===== src/rtl/pwm_pkg.sv =====
// pwm_pkg: shared types and helpers for the PWM output bank.
//   level_t / duty_t : level code and duty value at the default widths
//                      (LEVEL_W = 3, CNT_W = 16)
//   level_to_duty    : maps a level code to its duty target. The top level
//                      code gives full on (duty == period).
package pwm_pkg;

    localparam int unsigned PKG_LEVEL_W = 3;
    localparam int unsigned PKG_CNT_W   = 16;

    typedef logic [PKG_LEVEL_W-1:0] level_t;
    typedef logic [PKG_CNT_W-1:0]   duty_t;

    // STEP = period / level_max, truncated. The top code is forced to the
    // full period, so full on never loses cycles to the truncation.
    function automatic int unsigned level_to_duty(
        input int unsigned level,
        input int unsigned period,
        input int unsigned level_max
    );
        if (level >= level_max)
            return period;
        else
            return level * (period / level_max);
    endfunction

endpackage


===== src/rtl/pwm_channel.sv =====
// pwm_channel: one PWM channel of the output bank.
//   clk      : system clock, rising edge
//   reset    : synchronous, active-high
//   level    : level code, sampled only when boundary is high
//   enable   : channel enable. When low, pwm is forced low on the next edge
//              and duty clears at the next boundary
//   boundary : high on the last cycle of each period (cnt == PERIOD-1)
//   cnt      : shared period counter
//   pwm      : registered PWM output
//   settled  : duty equals the latched target
// Optional feature: define PWM_RAMP_EN to slew-limit duty changes to
// RAMP_STEP per period. Without it, duty jumps straight to the target.
module pwm_channel
    import pwm_pkg::*;
#(
    parameter int unsigned LEVEL_W   = 3,
    parameter int unsigned CNT_W     = 16,
    parameter int unsigned PERIOD    = 65535,
    parameter int unsigned RAMP_STEP = 1024
) (
    input  logic               clk,
    input  logic               reset,
    input  logic [LEVEL_W-1:0] level,
    input  logic               enable,
    input  logic               boundary,
    input  logic [CNT_W-1:0]   cnt,
    output logic               pwm,
    output logic               settled
);

    localparam int unsigned LEVEL_MAX = (1 << LEVEL_W) - 1;

    if (RAMP_STEP < 1) begin : g_bad_ramp
        $error("pwm_channel: RAMP_STEP must be >= 1");
    end

    logic [CNT_W-1:0] duty;
    logic [CNT_W-1:0] target;
    logic [CNT_W-1:0] target_next;
    logic [CNT_W-1:0] duty_next;

    assign target_next = CNT_W'(level_to_duty(32'(level), PERIOD, LEVEL_MAX));

`ifdef PWM_RAMP_EN
    localparam longint unsigned DUTY_MAX = (64'd1 << CNT_W) - 64'd1;
    // A step wider than the whole duty range behaves like an unlimited step.
    localparam logic [CNT_W:0]  STEP_X   =
        (CNT_W+1)'((64'(RAMP_STEP) > DUTY_MAX) ? DUTY_MAX : 64'(RAMP_STEP));

    logic [CNT_W:0] duty_x;
    logic [CNT_W:0] tgt_x;

    // One extra bit so duty +/- step cannot wrap before the clamp.
    always_comb begin
        duty_x    = {1'b0, duty};
        tgt_x     = {1'b0, target_next};
        duty_next = target_next;
        if (tgt_x > duty_x) begin
            if (duty_x + STEP_X < tgt_x)
                duty_next = CNT_W'(duty_x + STEP_X);
        end else begin
            if (tgt_x + STEP_X < duty_x)
                duty_next = CNT_W'(duty_x - STEP_X);
        end
    end
`else
    assign duty_next = target_next;
`endif

    always_ff @(posedge clk) begin
        if (reset) begin
            duty   <= '0;
            target <= '0;
            pwm    <= 1'b0;
        end else begin
            // Compare uses the pre-edge duty, so a new duty first shows
            // at cnt == 0 of the following period.
            pwm <= enable & (cnt < duty);
            if (boundary) begin
                target <= target_next;
                duty   <= enable ? duty_next : '0;
            end
        end
    end

    assign settled = (duty == target);

endmodule


===== src/rtl/pwm_output_bank.sv =====
// pwm_output_bank: multi-channel PWM output stage driven by level codes.
//   CLK         : system clock, rising edge
//   Reset       : synchronous, active-high
//   Level       : packed level codes, channel i at [i*LEVEL_W +: LEVEL_W]
//   Enable      : per-channel enable
//   PWM         : registered PWM outputs
//   Settled     : per channel, duty equals the latched target
//   PeriodStart : one-cycle strobe aligned with the first PWM bit of a period
// Optional feature: PWM_RAMP_EN (see pwm_channel) enables slew limiting.
module pwm_output_bank
    import pwm_pkg::*;
#(
    parameter int unsigned CHANNELS  = 2,
    parameter int unsigned LEVEL_W   = 3,
    parameter int unsigned CNT_W     = 16,
    parameter int unsigned PERIOD    = 65535,
    parameter int unsigned RAMP_STEP = 1024
) (
    input  logic                          CLK,
    input  logic                          Reset,
    input  logic [CHANNELS*LEVEL_W-1:0]   Level,
    input  logic [CHANNELS-1:0]           Enable,
    output logic [CHANNELS-1:0]           PWM,
    output logic [CHANNELS-1:0]           Settled,
    output logic                          PeriodStart
);

    localparam int unsigned     LEVEL_MAX = (1 << LEVEL_W) - 1;
    localparam longint unsigned CNT_MAX   = (64'd1 << CNT_W) - 64'd1;

    if (CHANNELS < 1) begin : g_bad_channels
        $error("pwm_output_bank: CHANNELS must be >= 1");
    end
    if (64'(PERIOD) < 64'(LEVEL_MAX) || 64'(PERIOD) > CNT_MAX) begin : g_bad_period
        $error("pwm_output_bank: PERIOD must lie in LEVEL_MAX .. 2**CNT_W-1");
    end

    logic [CNT_W-1:0] cnt;
    logic             boundary;

    assign boundary = (cnt == CNT_W'(PERIOD - 1));

    always_ff @(posedge CLK) begin
        if (Reset) begin
            cnt         <= '0;
            PeriodStart <= 1'b0;
        end else begin
            PeriodStart <= (cnt == '0);
            cnt         <= boundary ? '0 : cnt + CNT_W'(1);
        end
    end

    for (genvar i = 0; i < CHANNELS; i++) begin : g_ch
        pwm_channel #(
            .LEVEL_W  (LEVEL_W),
            .CNT_W    (CNT_W),
            .PERIOD   (PERIOD),
            .RAMP_STEP(RAMP_STEP)
        ) u_ch (
            .clk     (CLK),
            .reset   (Reset),
            .level   (Level[i*LEVEL_W +: LEVEL_W]),
            .enable  (Enable[i]),
            .boundary(boundary),
            .cnt     (cnt),
            .pwm     (PWM[i]),
            .settled (Settled[i])
        );
    end

endmodule


===== config.mk =====
export PLATFORM = sky130hd
export DESIGN_NAME = pwm_output_bank
export DESIGN_NICKNAME = d
export VERILOG_FILES = /design/src/rtl/pwm_pkg.sv /design/src/rtl/pwm_channel.sv /design/src/rtl/pwm_output_bank.sv
export SDC_FILE = /design/constraint.sdc
export NUM_CORES = 1
export LEC_CHECK = 0
export ABC_AREA = 1
export CAP_MARGIN = 20
export CORE_UTILIZATION = 60
export CTS_BUF_LIST = sky130_fd_sc_hd__clkbuf_8
export CTS_CLUSTER_DIAMETER = 40
export CTS_CLUSTER_SIZE = 24
export DETAILED_ROUTE_END_ITERATION = 8
export HOLD_SLACK_MARGIN = 0.08
export PLACE_DENSITY = 0.77
export SYNTH_ARGS = -nofsm -noshare
export SYNTH_HDL_FRONTEND = slang
export SYNTH_SLANG_ARGS = --single-unit

===== constraint.sdc =====
create_clock -name CLK -period 4.2 [get_ports CLK]
set_input_delay 0.84 -clock CLK [delete_from_list [all_inputs] [get_ports CLK]]
set_output_delay 0.84 -clock CLK [all_outputs]
set_load 0.02 [all_outputs]

==> flow_summary.ini, run 1 <==
[status]
status = completed

[die]
rows = 21
ios = 15
fp.dieH_um = 63.39
start_util_pct = 65.19
core_region_area_um2 = 3468
dieArea_um2 = 4018
die_w_um = 63.39

[timing]
setup_viol = 0
setup-tns-final_ps = 0
slew_headroom_pct = 65.55
worstMarginPinSlew_ps = 515.2
post-route-period-util_pct = 60.52
fmax_mhz = 393.4
fin_crit_ps = 2542
drv_slew = 0
rsz0062_at_grt = false
hold_viol_final = 0
finalClockSkew_ps = 4.821

[synthesis]
synth-seq-cells = 35
synth.area.top_cells = dfxtp_1 31%, ha_1 18%, nand2_1 13%
yosys.area.top_type = dfxtp_1
synth_area_um2 = 2261
synthCells = 300
synthTopCellsByCount = 76 x nand2_1, 35 x dfxtp_1, 33 x ha_1, 31 x inv_1, 24 x nor2_1
yosys_warnings = 0
syn_avg_cell_area_um2 = 7.536
yosysMostFrequentCell = nand2_1
ys_seq_area_share_pct = 30.99
ys_types = 29
netlist.area_leader.share_pct = 30.99
syn_nets = 343
ys.flop_type = dfxtp_1
synth-edff-count = 0
synthArstFlopShare_pct = 0

[grt]
grt-ovfl-total = 0
grt_pass1_wl_um = 8431
track_usage_pct = 27.33
grt_max_degree = 19
grt_pass1_vias = 1814
antenna_found_initial = 0

[cts]
postCtsSetupBuffers = 0
cts_tree = built
htreeDepth = 2
cts_hold_buf = 0
cts_buffer_depth = 2
cts.sinks = 35
clk_pin_slew_ps = 70
post_cts_resized = 0
cts-root-buf = clkbuf_8
numCtsBuffers = 5
clk-insertion-delay-late_ps = 290

[placed_design]
port_buffers = 14
hpwl_um = 3712
placedCellCount = 353
placed_area_um2 = 2406
gp_congestion = 0.8796

[route]
via_count = 1874
dr.pass1.iters = 4
wl_per_cell_um = 13.60
vias_per_cell = 5.206
dr.first_iter.drc_count = 88
wirelength_um = 4896
drtAntennaViolNets = 0
drc = 0

[min_path]
hp-start = cnt[0]
min_path_cells = 1
min-delay-path-class = reg -> reg

[critical_path]
startpoint_type = register
crit_required_ps = 3360
path_max_fanout = 3
reg2reg_depth = 7
r2r-start = cnt[10]
critPathKind = reg -> out
end_kind = primary output
startpoint = g_ch[1].u_ch.duty[0]
crit_arrival_ps = 1700

[power]
p_leak_nw = 1.219
irDropWorstVdd_uv = 175.2
pwr_density_cell_nw_per_um2 = 256.0

[finish]
fillers = 307
final_layout_size_suffix_gt1_share_pct = 7.325
fin_cells = 360
area_growth_syn_to_layout_pct = 10.29
final_nets = 357
antenna_cells = 0
fin_area_um2 = 2494

[flow_run]
cap_violations = 0
==> cells in the final DEF (no fill, tap or decap), drive strengths merged <==
cell type	n
nand2	81
dfxtp	35
inv	35
ha	33
nor2	27
a21oi	19
o21ai	15
clkdlybuf4s50	14
xor2	12
nor4	8
nand3	8
nor3	7
o22ai	6
clkbuf	6
nor3b	2
xnor2	2
nand4	2
a31oi	1
clkinv	1
==> registers in the layout (all words and copies together) (netlist names) <==
register	count
cnt	16
g_ch.u_ch.duty	8
g_ch.u_ch.target	8
g_ch.u_ch.pwm	2
PeriodStart	1
==> cells by family after synthesis <==
group | share of synthesized area (%)
flops | 30.99
fa+ha+maj | 18.26
compound gates | 9.463
simple gates | 27.61
xor+xnor | 5.423
buf+inv | 8.246
==> critical path: stages (launching register included) <==
cell	delay [ps]
dfxtp_1	330
xor2_1	160
nor4_1	270
clkdlybuf4s50_1	650
==> power breakdown <==
part,switching (mW),total [mW],internal [mW]
registers,0.00437,0.340,0.336
clock network,0.118,0.246,0.129
logic,0.0292,0.0517,0.0226
==> per-stage QoR <==
stage                     utilization (%)  total power [mW]  hold WS, ps  setup WS, ps
after floorplan                         -            0.3797        429.6          2474
after global placement              69.37            0.3983        447.3          1808
after detailed placement            69.37            0.3993        457.6          1750
after CTS                           71.90            0.6386        474.2          1636
after global routing                71.90            0.6661        501.5          1507
final                               71.90            0.6385        471.4          1658
==> final cells by class <==
type,instances,area (um2),area share [%]
multi-input combinational,223,1374,55.09
sequential,35,700.7,28.10
timing repair buffer,14,140.1,5.620
inverter,35,133.9,5.369
clock buffer,6,82.58,3.312
tap,46,57.56,2.308
clock inverter,1,5.005,0.2007
==> layer usage <==
| metal | GRT usage, % | part of all wire, % | up-vias |
|---|---|---|---|
| met4 | 6.818 | 1.0 | 0 |
| met2 | 46.81 | 49 | 33 |
| met1 | 35.09 | 47 | 822 |
| li1 | - | - | 1013 |
| met3 | 4.891 | 3.2 | 6 |
| met5 | 0 | 0 | - |
==> path summary, 6_finish.rpt <==
kind	slack (ps)	endpoint
worst max-delay path	1660	Settled[1]
worst min-delay path	470	cnt[0]
worst max register to register	2580	g_ch[0].u_ch.target[0]
worst min register to register	470	cnt[0]
(Power assumes the default switching activity.)
==> run 2, diff against run 1 <==
Clock period 4.2 ns to 2.6 ns, I/O delays scaled along.
==> flow_summary.ini, run 2 (synthesis results as in run 1) <==
[finish]
largest_register_ffs = 16
regMostFlops = cnt
multiInputGateArea_um2 = 1374
final_layout_size_suffix_gt1_share_pct = 7.595
mostFrequentLayoutCells = 76 x nand2_1, 35 x dfxtp_1, 33 x ha_1, 32 x inv_1, 24 x nor2_1
area_growth_syn_to_layout_pct = 10.51
final-seq-area_um2 = 700.7
antenna_cells = 0
fin_cells = 362
top_regs = cnt x16, g_ch.u_ch.duty x8, g_ch.u_ch.target x8
fin_util_pct = 72.04
fin_area_um2 = 2499
final_nets = 358
fillers = 303
layout_commonest_cell = nand2_1

[timing]
slew_headroom_pct = 74.27
fmax_mhz = 445.8
worst_slack_ps = 356.7
hold_viol_final = 0
holdWs_ps = 469.9
fin_crit_ps = 2243
finalClockSkew_ps = 5.172
setup-tns-final_ps = 0
drv_slew = 0
setup_viol = 0
rsz0062_at_grt = false
worstMarginPinSlew_ps = 385.4
post-route-period-util_pct = 86.28

[cts]
post_cts_resized = 0
cts_tree = built
cts_buffer_depth = 2
cts-root-buf = clkbuf_8
numCtsBuffers = 5
clk-insertion-delay-late_ps = 290
cts.sinks = 35
cts_hold_buf = 0
postCtsSetupBuffers = 0
htreeDepth = 2
clk_pin_slew_ps = 70

[power]
netSwitchingPower_mw = 0.2595
p_total_mw = 1.023
swShare_pct = 25.35
pwr_density_cell_nw_per_um2 = 409.6
irDropWorstVdd_uv = 464.4
p_seq_share_pct = 53.8
p_leak_nw = 1.222
power_frac_comb_pct = 8.5
pwr-share-clk_pct = 37.7
intPower_mw = 0.7640

[die]
ios = 15
rows = 21
core_region_area_um2 = 3468
dieArea_um2 = 4018
fp.dieH_um = 63.39
start_util_pct = 65.19
die_w_um = 63.39

[placed_design]
pre_cts_ws_ps = 686.4
placed_area_um2 = 2414
port_buffers = 14
hpwl_um = 3708
placedCellCount = 354
gp_congestion = 0.8106

[critical_path]
crit_arrival_ps = 1720
crit_family = buffers and inverters
startpoint_type = register
ff2ff_setup_slack_ps = 890
crit_buf_inv = 1
path_max_fanout = 3
cpPeakStageDelay_ps = 650
path_cells = xor2_1, nor4_1, clkdlybuf4s50_1
end_kind = primary output
crit_required_ps = 2080
crit_slowest_cell = clkdlybuf4s50_1
critPathKind = reg -> out

[route]
vias_per_cell = 5.381
drc = 0
drtAntennaViolNets = 0
wl_per_cell_um = 13.40
via_count = 1948
dr.first_iter.drc_count = 146
dr.pass1.iters = 4
wirelength_um = 4849

[grt]
grt_pass1_wl_um = 8487
grt-ovfl-total = 0
antenna_found_initial = 0
track_usage_pct = 27.24
grt_max_degree = 19
grt_pass1_vias = 1935

[flow_run]
cap_violations = 0

[status]
status = completed

[min_path]
min-delay-path-class = reg -> reg
-- run 2: changes by cell type in the layout (fill, tap and decap cells not counted) --
cell	previous run	this run
clkinvlp_4	0	1
clkbuf_8	6	5
buf_4	0	1
inv_1	31	32
-- run 2: worst reg2reg max path, stage by stage, from the launching register on --
cell and delay [ps]:
dfxtp_1 480, ha_1 210, nand2_1 70, nor2_2 140, nand4_4 160, nand2_4 250, inv_4 150, nand2_1 80
o21ai_0 70
-- run 2: worst paths after layout --
check                               start                      end  cells after the start
setup reg to reg                   cnt[1]   g_ch[0].u_ch.target[0]                      8
hold reg to reg   g_ch[0].u_ch.target[12]  g_ch[0].u_ch.target[12]                      2
hold / removal    g_ch[0].u_ch.target[12]  g_ch[0].u_ch.target[12]                      2
setup / recovery     g_ch[1].u_ch.duty[0]               Settled[1]                      3
-- run 2: power by group through the flow --
stage / Clock [mW] / Sequential, mW / Combinational, mW
2_1_floorplan: 0 / 0.562 / 0.0511
3_3_place_gp: 0 / 0.562 / 0.0825
3_5_place_dp: 0 / 0.563 / 0.0860
4_1_cts: 0.399 / 0.550 / 0.0864
5_1_grt: 0.418 / 0.552 / 0.0972
6_report: 0.386 / 0.551 / 0.0866
-- run 2: final cells by class --
class                      count  area share [%]
tap                           46           2.303
sequential                    35           28.04
clock inverter                 3          0.6510
clock buffer                   5           2.754
multi-input combinational    223           54.98
timing repair buffer          15           5.909
inverter                      35           5.358
-- run 2: metal layers --
| layer | vias up | routed length (um) | track usage [%] |
|---|---|---|---|
| met2 | 40 | 2295 | 46.41 |
| met1 | 882 | 2235 | 32.78 |
| met5 | - | 0 | 0 |
| li1 | 1015 | - | - |
| met3 | 11 | 199 | 5.978 |
| met4 | 0 | 119 | 11.08 |
